**src/rtl/stream_mux_rr.sv**
```systemverilog
// Packet-atomic N-to-1 stream mux with fixed-select or round-robin arbitration.
// One IDLE arbitration cycle per packet, one-cycle output latency; in_ready follows the output register.
module stream_mux_rr #(
  parameter int N_CH   = 4,
  parameter int DATA_W = 8,
  parameter int SEL_W  = 2
) (
  input  logic                   clk,
  input  logic                   rst,
  input  logic                   mode,
  input  logic [SEL_W-1:0]       sel,
  input  logic [N_CH*DATA_W-1:0] in_data,
  input  logic [N_CH-1:0]        in_valid,
  input  logic [N_CH-1:0]        in_last,
  output logic [N_CH-1:0]        in_ready,
  output logic [DATA_W-1:0]      out_data,
  output logic                   out_valid,
  output logic                   out_last,
  output logic [SEL_W-1:0]       out_ch,
  input  logic                   out_ready
);

  typedef enum logic {
    IDLE   = 1'b0,
    LOCKED = 1'b1
  } state_t;

  state_t              state_q, state_d;
  logic [SEL_W-1:0]    gnt_q, gnt_d;
  logic [SEL_W-1:0]    last_gnt_q, last_gnt_d;
  logic                out_valid_q, out_valid_d;
  logic                out_last_q, out_last_d;
  logic [DATA_W-1:0]   out_data_q, out_data_d;
  logic [SEL_W-1:0]    out_ch_q, out_ch_d;

  logic                accept;
  logic                fix_ok;
  logic                rr_found;
  logic [SEL_W-1:0]    rr_pick;
  logic [SEL_W-1:0]    rr_cand;

  // Round-robin search starts one past the previous winner and wraps.
  always_comb begin
    rr_found = 1'b0;
    rr_pick  = '0;
    rr_cand  = '0;
    for (int i = 1; i <= N_CH; i++) begin
      rr_cand = SEL_W'((int'(last_gnt_q) + i) % N_CH);
      if (!rr_found && in_valid[rr_cand]) begin
        rr_found = 1'b1;
        rr_pick  = rr_cand;
      end
    end
  end

  assign fix_ok = (int'(sel) < N_CH) && in_valid[sel];

  always_comb begin
    in_ready = '0;
    if (!rst && state_q == LOCKED && (!out_valid_q || out_ready)) begin
      in_ready[gnt_q] = 1'b1;
    end
  end

  assign accept = in_valid[gnt_q] && in_ready[gnt_q];

  always_comb begin
    state_d     = state_q;
    gnt_d       = gnt_q;
    last_gnt_d  = last_gnt_q;
    out_valid_d = out_valid_q;
    out_last_d  = out_last_q;
    out_data_d  = out_data_q;
    out_ch_d    = out_ch_q;

    // A consume and a fresh accept in the same cycle simply overwrite the register.
    if (accept) begin
      out_valid_d = 1'b1;
      out_data_d  = in_data[int'(gnt_q)*DATA_W +: DATA_W];
      out_last_d  = in_last[gnt_q];
      out_ch_d    = gnt_q;
    end else if (out_ready) begin
      out_valid_d = 1'b0;
    end

    case (state_q)
      IDLE: begin
        if (!mode && fix_ok) begin
          gnt_d      = sel;
          last_gnt_d = sel;
          state_d    = LOCKED;
        end else if (mode && rr_found) begin
          gnt_d      = rr_pick;
          last_gnt_d = rr_pick;
          state_d    = LOCKED;
        end
      end
      LOCKED: begin
        if (accept && in_last[gnt_q]) begin
          state_d = IDLE;
        end
      end
      default: state_d = IDLE;
    endcase
  end

  always_ff @(posedge clk) begin
    if (rst) begin
      state_q     <= IDLE;
      gnt_q       <= '0;
      last_gnt_q  <= SEL_W'(N_CH - 1);
      out_valid_q <= 1'b0;
      out_last_q  <= 1'b0;
      out_data_q  <= '0;
      out_ch_q    <= '0;
    end else begin
      state_q     <= state_d;
      gnt_q       <= gnt_d;
      last_gnt_q  <= last_gnt_d;
      out_valid_q <= out_valid_d;
      out_last_q  <= out_last_d;
      out_data_q  <= out_data_d;
      out_ch_q    <= out_ch_d;
    end
  end

  assign out_valid = out_valid_q;
  assign out_last  = out_last_q;
  assign out_data  = out_data_q;
  assign out_ch    = out_ch_q;

endmodule

```
**config.mk**
```make
export PLATFORM = sky130hd
export DESIGN_NAME = stream_mux_rr
export DESIGN_NICKNAME = d
export VERILOG_FILES = /design/src/rtl/stream_mux_rr.sv
export SDC_FILE = /design/constraint.sdc
export NUM_CORES = 1
export LEC_CHECK = 0
export ABC_CLOCK_PERIOD_IN_PS = 4300
export CORE_MARGIN = 4
export CORE_UTILIZATION = 39
export CTS_BUF_LIST = sky130_fd_sc_hd__clkbuf_8
export DETAILED_ROUTE_END_ITERATION = 12
export PLACE_DENSITY = 0.8
export SYNTH_ARGS = -nofsm -noshare
export SYNTH_HDL_FRONTEND = slang
export SYNTH_SLANG_ARGS = --single-unit
```
**constraint.sdc**
```tcl
create_clock -name clk -period 4.3 [get_ports clk]
set_input_delay 0.86 -clock clk [delete_from_list [all_inputs] [get_ports clk]]
set_output_delay 0.86 -clock clk [all_outputs]
set_load 0.005 [all_outputs]
```
---- Yosys cells after proc, flatten, opt, wreduce, memory -nomap -nowiden ----
Cells that the tools add are included.
word-level totals
  bits in registers ....................... 17
  output and inout port bits .............. 16
  bits of input ports ..................... 46
operators by class
  magnitude comparators ................... 7
  $add $sub $neg .......................... 4
  shifts and indexed selects .............. 1
  reduce and logical (&&, ||, !) cells .... 20
  multiplexer cells ....................... 35
  bitwise logic cells ..................... 1
operators by type and width
  kind                   number
  $shiftx A32 B6 Y8      1
  $lt A2 B3 Y1 const B   6
  $mux W1                18
  $bmux W1 S2            8
  $mux W2                6
  $logic_and A1 B1 Y1    10
  $logic_not A1 Y1       6
  $add A2 B1 Y2 const B  2
  $add A2 B2 Y2 const B  2
  $mux W4                1
  $reduce_bool A2 Y1     2
  $demux W1 S2           1
  $ge A2 B1 Y1 const B   1
  $pmux W1 S2            1
  $reduce_and A2 Y1      1
  $logic_or A1 B1 Y1     1
  $not A1 Y1             1

---- Longest topological paths before layout ----
Gate-level depths: netlist of the first run.
  depth after elaboration ................. 17
  depth in mapped cells ................... 7

---- Worst setup path after synthesis of the first run ----
OpenSTA, ideal clock, no wires.
  kind .................................... input to output
  start ................................... input port rst
  end ..................................... output port in_ready[2]
  buffers on the path ..................... 0
  data required time ...................... 3.440 ns
  slack ................................... 2.082 ns
  data arrival time ....................... 1.358 ns
  cell stages on the path ................. 3
  cells stage by stage .................... nor2b_1 -> nand2_1 -> nor3b_1
on the way
  cells in the longest elaborated chain, start to end .. 4
ends and longest elaborated chain
  item                               RTL line  text
  start: declaration                 9         input logic rst,
  $logic_not A1 Y1                   60        if (!rst && state_q == LOCKED && (!out_valid_q || out_ready)) begin
  $logic_and A1 B1 Y1 (2 in series)  60
  $mux W4                            60
  end: declaration                   15        output logic [N_CH-1:0] in_ready,
No other way between the ends.

---- Worst setup path in the final report of the first run ----
  start ................................... input port rst
  end ..................................... output port in_ready[1]
The elaborated chain is that of the path after synthesis.

==> implementation parameters, run 1 <==
Parameter                              Value

Setup path
  Crit-path cells    clkdlybuf4s50_1, nor2b_1, nand2_1, nor3b_1, clkdlybuf4s50_1
  Slowest cell on crit path    clkdlybuf4s50_1
  Most common cell on crit path    clkdlybuf4s50_1
  R2R Path Start    gnt_q[0]
  Highest fanout seen on the critical path    4
  Sort of element at the end of the critical path    primary output
  Critical path class    primary input to primary output
  Slowest stage delay, CP    0.55 ns
  R2r setup slk    1.96 ns
  Arr. time, crit path    2.49 ns
  R2R cell count    4
  Data required time at the worst endpoint    3.44 ns
  Reg2reg end    state_q
  Type of origin of the critical path    primary input

Route
  Detailed Route WL    3431 µm
  Routed wire length per instance    17.42 µm
  Post-route DRC violation count    0
  Detail Route Antenna Nets    0
  Routed via count    1102
  Length of the first detailed-routing pass in iterations    4
  Ratio of routed vias to standard cells    5.594
  Initial DRC count    44

Synthesis
  Post-synthesis instance area    0.001151 mm²
  Count of synthesis-stage warnings from yosys    0
  Mean instance size in the synthesized netlist    10.37 µm²
  Number of flops mapped to enable cells by yosys    0
  Synth Net Count    157
  Count of mapped cells out of synthesis    111
  Post-synthesis sequential area ratio    29.57%
  Async SR Flop Fraction    0%
  Count of different cell masters after synthesis    39
  Primary FF master, synth    dfxtp_1
  Number of storage elements in the synthesis netlist    17

Timing
  Post-route clock skew    0.001698 ns
  Slew at the pin closest to its max-slew limit    0.8349 ns
  Pins Over Slew Limit    0
  Finish-stage setup viols    0
  Tcrit/Tclk final    77.91%
  Post-route setup TNS    0 ns
  Final critical delay including setup and external delays    3.350 ns
  Headroom to the max-slew limit    44.26%
  Highest achievable clock rate    298.5 MHz
  Hold violation total from the final report    0
  Final-layout worst hold slack    0.4891 ns
  Post-route worst setup slack    0.9499 ns
  RSZ-0062 raised after global routing    no

Clocking
  Number of H-tree levels    1
  TritonCTS clock tree    done
  Post-CTS Hold Fix Bufs    0
  Clock root buffer    clkbuf_8
  Clock sink count    17
  Number of cells upsized or downsized after cts    0
  Total setup buffers inserted after CTS    0
  Clock input transition at the sequential cells of the worst setup and hold paths    0.06 ns
  Max Root-Sink Buffers    2
  Source-to-sink clock delay at the later pin of the worst-skew pair    0.24 ns
  Number of buffers added by the clock tree synthesis step    3

Run
  Max-Cap Viols    0

Cells and area
  Nets@finish    213
  Layout cell share with drive strength beyond 1    11.45%
  Signed area change from the synthesized netlist to the final layout    54.67%
  Leading cell type in the layout, fill and taps excluded    clkdlybuf4s50_1
  Final Instance Count excl. Fillers    197
  Antenna diode instance count    0
  Final design area excluding fillers    0.001780 mm²
  Highest-count cells in the layout ignoring fill and taps    61 x clkdlybuf4s50_1, 17 x dfxtp_1, 12 x nor2_1

Place
  Port-buffer cells    61
  Placer congestion estimate    0.8468
  Worst-case setup slack after placement    1.015 ns
  Instance area at placement    0.001735 mm²
  Post-placement cell count    193
  HPWL after DPL    2644 µm

Floorplanning
  Initial Util    41.39%
  Number of core rows    19
  Chip width    62.33 µm
  Top-Level Pins    62
  Die ar.    0.003885 mm²
  Placeable Area    0.002781 mm²
  Die Span Y    62.33 µm

Min path
  Beginning of the worst hold path    out_last
  Number of stages on the worst hold path    2
  Hold/Removal Path Class    flip-flop to flip-flop
  Hold endpoint    out_last

Global route
  First-pass GRT wire length    5713 µm
  Global route total overflow    0
  Pin count of the biggest net entering global routing    20
  Overall global routing resource usage    17.69%
  Vias in the first global route    1169
  Number of antenna violations at the first check in global routing    0

Power
  Largest voltage drop on the vdd net    0.0002779 V
  Leakage power figure    0.0006205 µW
  Pwr per Cell Area    274.4 mW/mm²

Run status
  Run status    completed
[where the power goes]
part	total [µW]	internal [µW]	switching, µW	leakage, µW
logic	171	113	57.4	0.000455
registers	204	174	30.3	0.000139
clock network	113	63.2	50.3	0.0000269
[logic make-up after synthesis]
kind of cell | after synthesis | synth area share, %
and+or+nand+nor | 37 | 17.93
AOI/OAI and AO/OA | 23 | 15.22
muxes | 21 | 30.33
DFF | 17 | 29.57
buffers and inverters | 13 | 6.955
[critical path, delay by kind of cell]
family / cells / cell delay [ns]
buf+inv: 2 / 0.97
simple gates: 3 / 0.65
[flip-flops by register name, indices dropped and copies added, names as in the netlist]
| name | flops |
|---|---|
| gnt_q | 2 |
| last_gnt_q | 2 |
| out_ch | 2 |
| out_data | 8 |
| out_last | 1 |
| out_valid | 1 |
| state_q | 1 |
[per-layer routing]
metal,track usage (%),vias to the layer above,part of all wire [%]
met3,4.144,6,4.7
met1,21.22,526,41
li1,-,532,-
met2,31.61,38,52
met4,4.244,0,1.8
met5,0,-,0
[area by class of cell]
type / count / area [µm²]
fillers: 240 / 1001
multi-input cells: 81 / 730.7
repair buffers: 62 / 618.1
flip-flops and latches: 17 / 340.3
clock buffers: 3 / 41.29
well taps: 31 / 38.79
inverters: 2 / 7.507
clock inverters: 1 / 3.754
[stage by stage]
stage / utilization, % / total power (µW)
5_1_grt: 64.01 / 517.3
3_5_place_dp: 62.39 / 378.3
4_1_cts: 64.01 / 494.5
2_1_floorplan: - / 303.6
6_report: 64.01 / 488.5
3_3_place_gp: 62.39 / 371.0
[Yosys cell counts, types with 2 or more instances]
cell	count	area share, %
o41ai_1	2	1.5
nor2b_1	2	1.1
nor2_1	12	3.9
o21bai_1	2	1.3
dfxtp_1	17	30
buf_2	3	1.3
inv_1	2	0.65
a21oi_1	3	1.3
o21ai_0	2	0.87
buf_6	2	2.0
mux2i_1	9	7.8
nor3b_1	3	2.0
nand3b_1	3	2.0
o31ai_1	2	1.3
nand2b_1	5	2.7
o211ai_1	2	1.3
nand2_1	5	1.6
clkbuf_1	4	1.3
mux4_2	11	22
[worst max-delay path by stage]
stage	cells after the start	slack (ns)	to	startpoint
floorplan	3	2.08	in_ready[2]	rst
global placement	5	1.07	in_ready[2]	rst
detailed placement	5	1.02	in_ready[1]	rst
CTS	5	0.96	in_ready[1]	rst
global route	5	0.84	in_ready[1]	rst
finish	5	0.95	in_ready[1]	rst
Power figures use the tool's default switching activity.
==> run 2, diff against run 1 <==
ABC_CLOCK_PERIOD_IN_PS = 3330   (was 4300)
clock period = 3.33 ns   (was 4.3 ns; I/O delays follow)
==> run 2 against run 1 <==
Against the previous run:
- clock skew grew 0.0013 ns
- power grew 30%
- critical path type unchanged
- sequential cell count unchanged
- count of clock-buffer cells in the layout unchanged
- combinational power increased by 38%
- critical endpoint is now in_ready[2]
==> implementation parameters, run 2 (synthesis gave the netlist of run 1 again) <==
Parameter                              Value

Run status
  Run status    completed

Route
  DR WL met3    211 µm
  Initial DRC count    46
  Detail Route Antenna Nets    0
  Routed wire length per instance    17.55 µm
  Routed length on met2    1936 µm
  Detailed Route WL    3492 µm
  Post-route DRC violation count    0
  Wl on met1    1316 µm
  Highest routed metal layer    met4
  Length of the first detailed-routing pass in iterations    4
  Ratio of routed vias to standard cells    5.859
  Routed via count    1166

Clocking
  Number of buffers added by the clock tree synthesis step    3
  TritonCTS clock tree    done
  Total setup buffers inserted after CTS    0
  Clock sink count    17
  Clock input transition at the sequential cells of the worst setup and hold paths    0.06 ns
  Post-CTS Hold Fix Bufs    0
  Max Root-Sink Buffers    2
  Source-to-sink clock delay at the later pin of the worst-skew pair    0.25 ns
  Clock root buffer    clkbuf_8
  Number of H-tree levels    1
  Number of cells upsized or downsized after cts    0

Setup path
  Crit-path cells    clkdlybuf4s50_1, nor2b_1, nand2_1, nor3b_1, clkdlybuf4s50_1
  Highest fanout seen on the critical path    4
  Critical path class    primary input to primary output
  Most common cell on crit path    clkdlybuf4s50_1
  Arr. time, crit path    2.26 ns
  Sort of element at the end of the critical path    primary output
  Slowest stage delay, CP    0.54 ns
  Data required time at the worst endpoint    2.66 ns
  Slowest cell on crit path    clkdlybuf4s50_1
  Type of origin of the critical path    primary input

Cells and area
  Signed area change from the synthesized netlist to the final layout    55.98%
  Fillers    233
  Highest-count cells in the layout ignoring fill and taps    61 x clkdlybuf4s50_1, 17 x dfxtp_1, 12 x nor2_1
  Antenna diode instance count    0
  Layout cell share with drive strength beyond 1    12.50%
  Nets@finish    215
  Final design area excluding fillers    0.001795 mm²
  Final core utilization    64.55%
  Final Instance Count excl. Fillers    199
  Number of flip-flops in the largest register    8
  Leading cell type in the layout, fill and taps excluded    clkdlybuf4s50_1

Timing
  Highest achievable clock rate    342.3 MHz
  Final critical delay including setup and external delays    2.922 ns
  Hold violation total from the final report    0
  Headroom to the max-slew limit    53.48%
  Post-route setup TNS    0 ns
  RSZ-0062 raised after global routing    no
  Post-route clock skew    0.003015 ns
  Finish-stage setup viols    0
  Tcrit/Tclk final    87.73%
  Pins Over Slew Limit    0
  Final-layout worst hold slack    0.4816 ns
  Slew at the pin closest to its max-slew limit    0.6978 ns

Global route
  Global route total overflow    0
  Number of antenna violations at the first check in global routing    0
  Pin count of the biggest net entering global routing    20
  Overall global routing resource usage    17.51%
  First-pass GRT wire length    5602 µm
  Vias in the first global route    1173

Place
  Post-placement cell count    195
  HPWL after DPL    2799 µm
  Placer congestion estimate    0.8098
  Port-buffer cells    61
  Instance area at placement    0.001750 mm²

Power
  Pwr per Cell Area    354.2 mW/mm²
  Leakage power figure    0.0006311 µW
  Largest voltage drop on the vdd net    0.0003660 V

Min path
  Hold/Removal Path Class    flip-flop to flip-flop

Floorplanning
  Die ar.    0.003885 mm²
  Chip width    62.33 µm
  Placeable Area    0.002781 mm²
  Top-Level Pins    62
  Die Span Y    62.33 µm
  Number of core rows    19
  Initial Util    41.39%

Run
  Max-Cap Viols    0
run 2: path summary, 6_finish.rpt:
path	slack (ns)	from	depth (start not counted)	to
worst max-delay path	0.41	rst	5	in_ready[2]
worst min-delay path	0.48	out_last	2	out_last
worst max register to register	1.11	gnt_q[1]	5	out_data[2]
worst min register to register	0.48	out_last	2	out_last
run 2: layout make-up:
type	count	area (µm²)	share of cell area, %
Inverter	2	7.507	0.4181
Clock inverter	1	3.754	0.2091
Tap cell	31	38.79	2.160
Multi-Input combinational cell	81	730.7	40.70
Timing Repair Buffer	64	633.1	35.26
Clock buffer	3	41.29	2.300
Sequential cell	17	340.3	18.95
run 2: power breakdown:
part | leakage (µW) | internal, µW | switching [µW]
clock | 0.0000269 | 81.6 | 64.0
sequential | 0.000139 | 225 | 29.4
combinational | 0.000465 | 151 | 85.6
total | 0.000631 | 457 | 179
run 2: metrics by stage:
step	setup slack, ns	power, µW
after floorplan	1.338	392.1
after global placement	0.4938	483.9
after detailed placement	0.4382	494.8
after CTS	0.4167	640.9
after global routing	0.3345	671.6
final	0.4085	635.9
run 2: layer usage:
layer  vias up  track usage, %
met2        47           34.07
met3         2           4.685
met5         -               0
met4         0           3.979
met1       579           18.29
li1        538               -
run 2: worst max-delay path: cells and delay by family:
family | cells | cell delay, ns
buffers and inverters | 2 | 0.96
and+or+nand+nor | 3 | 0.62
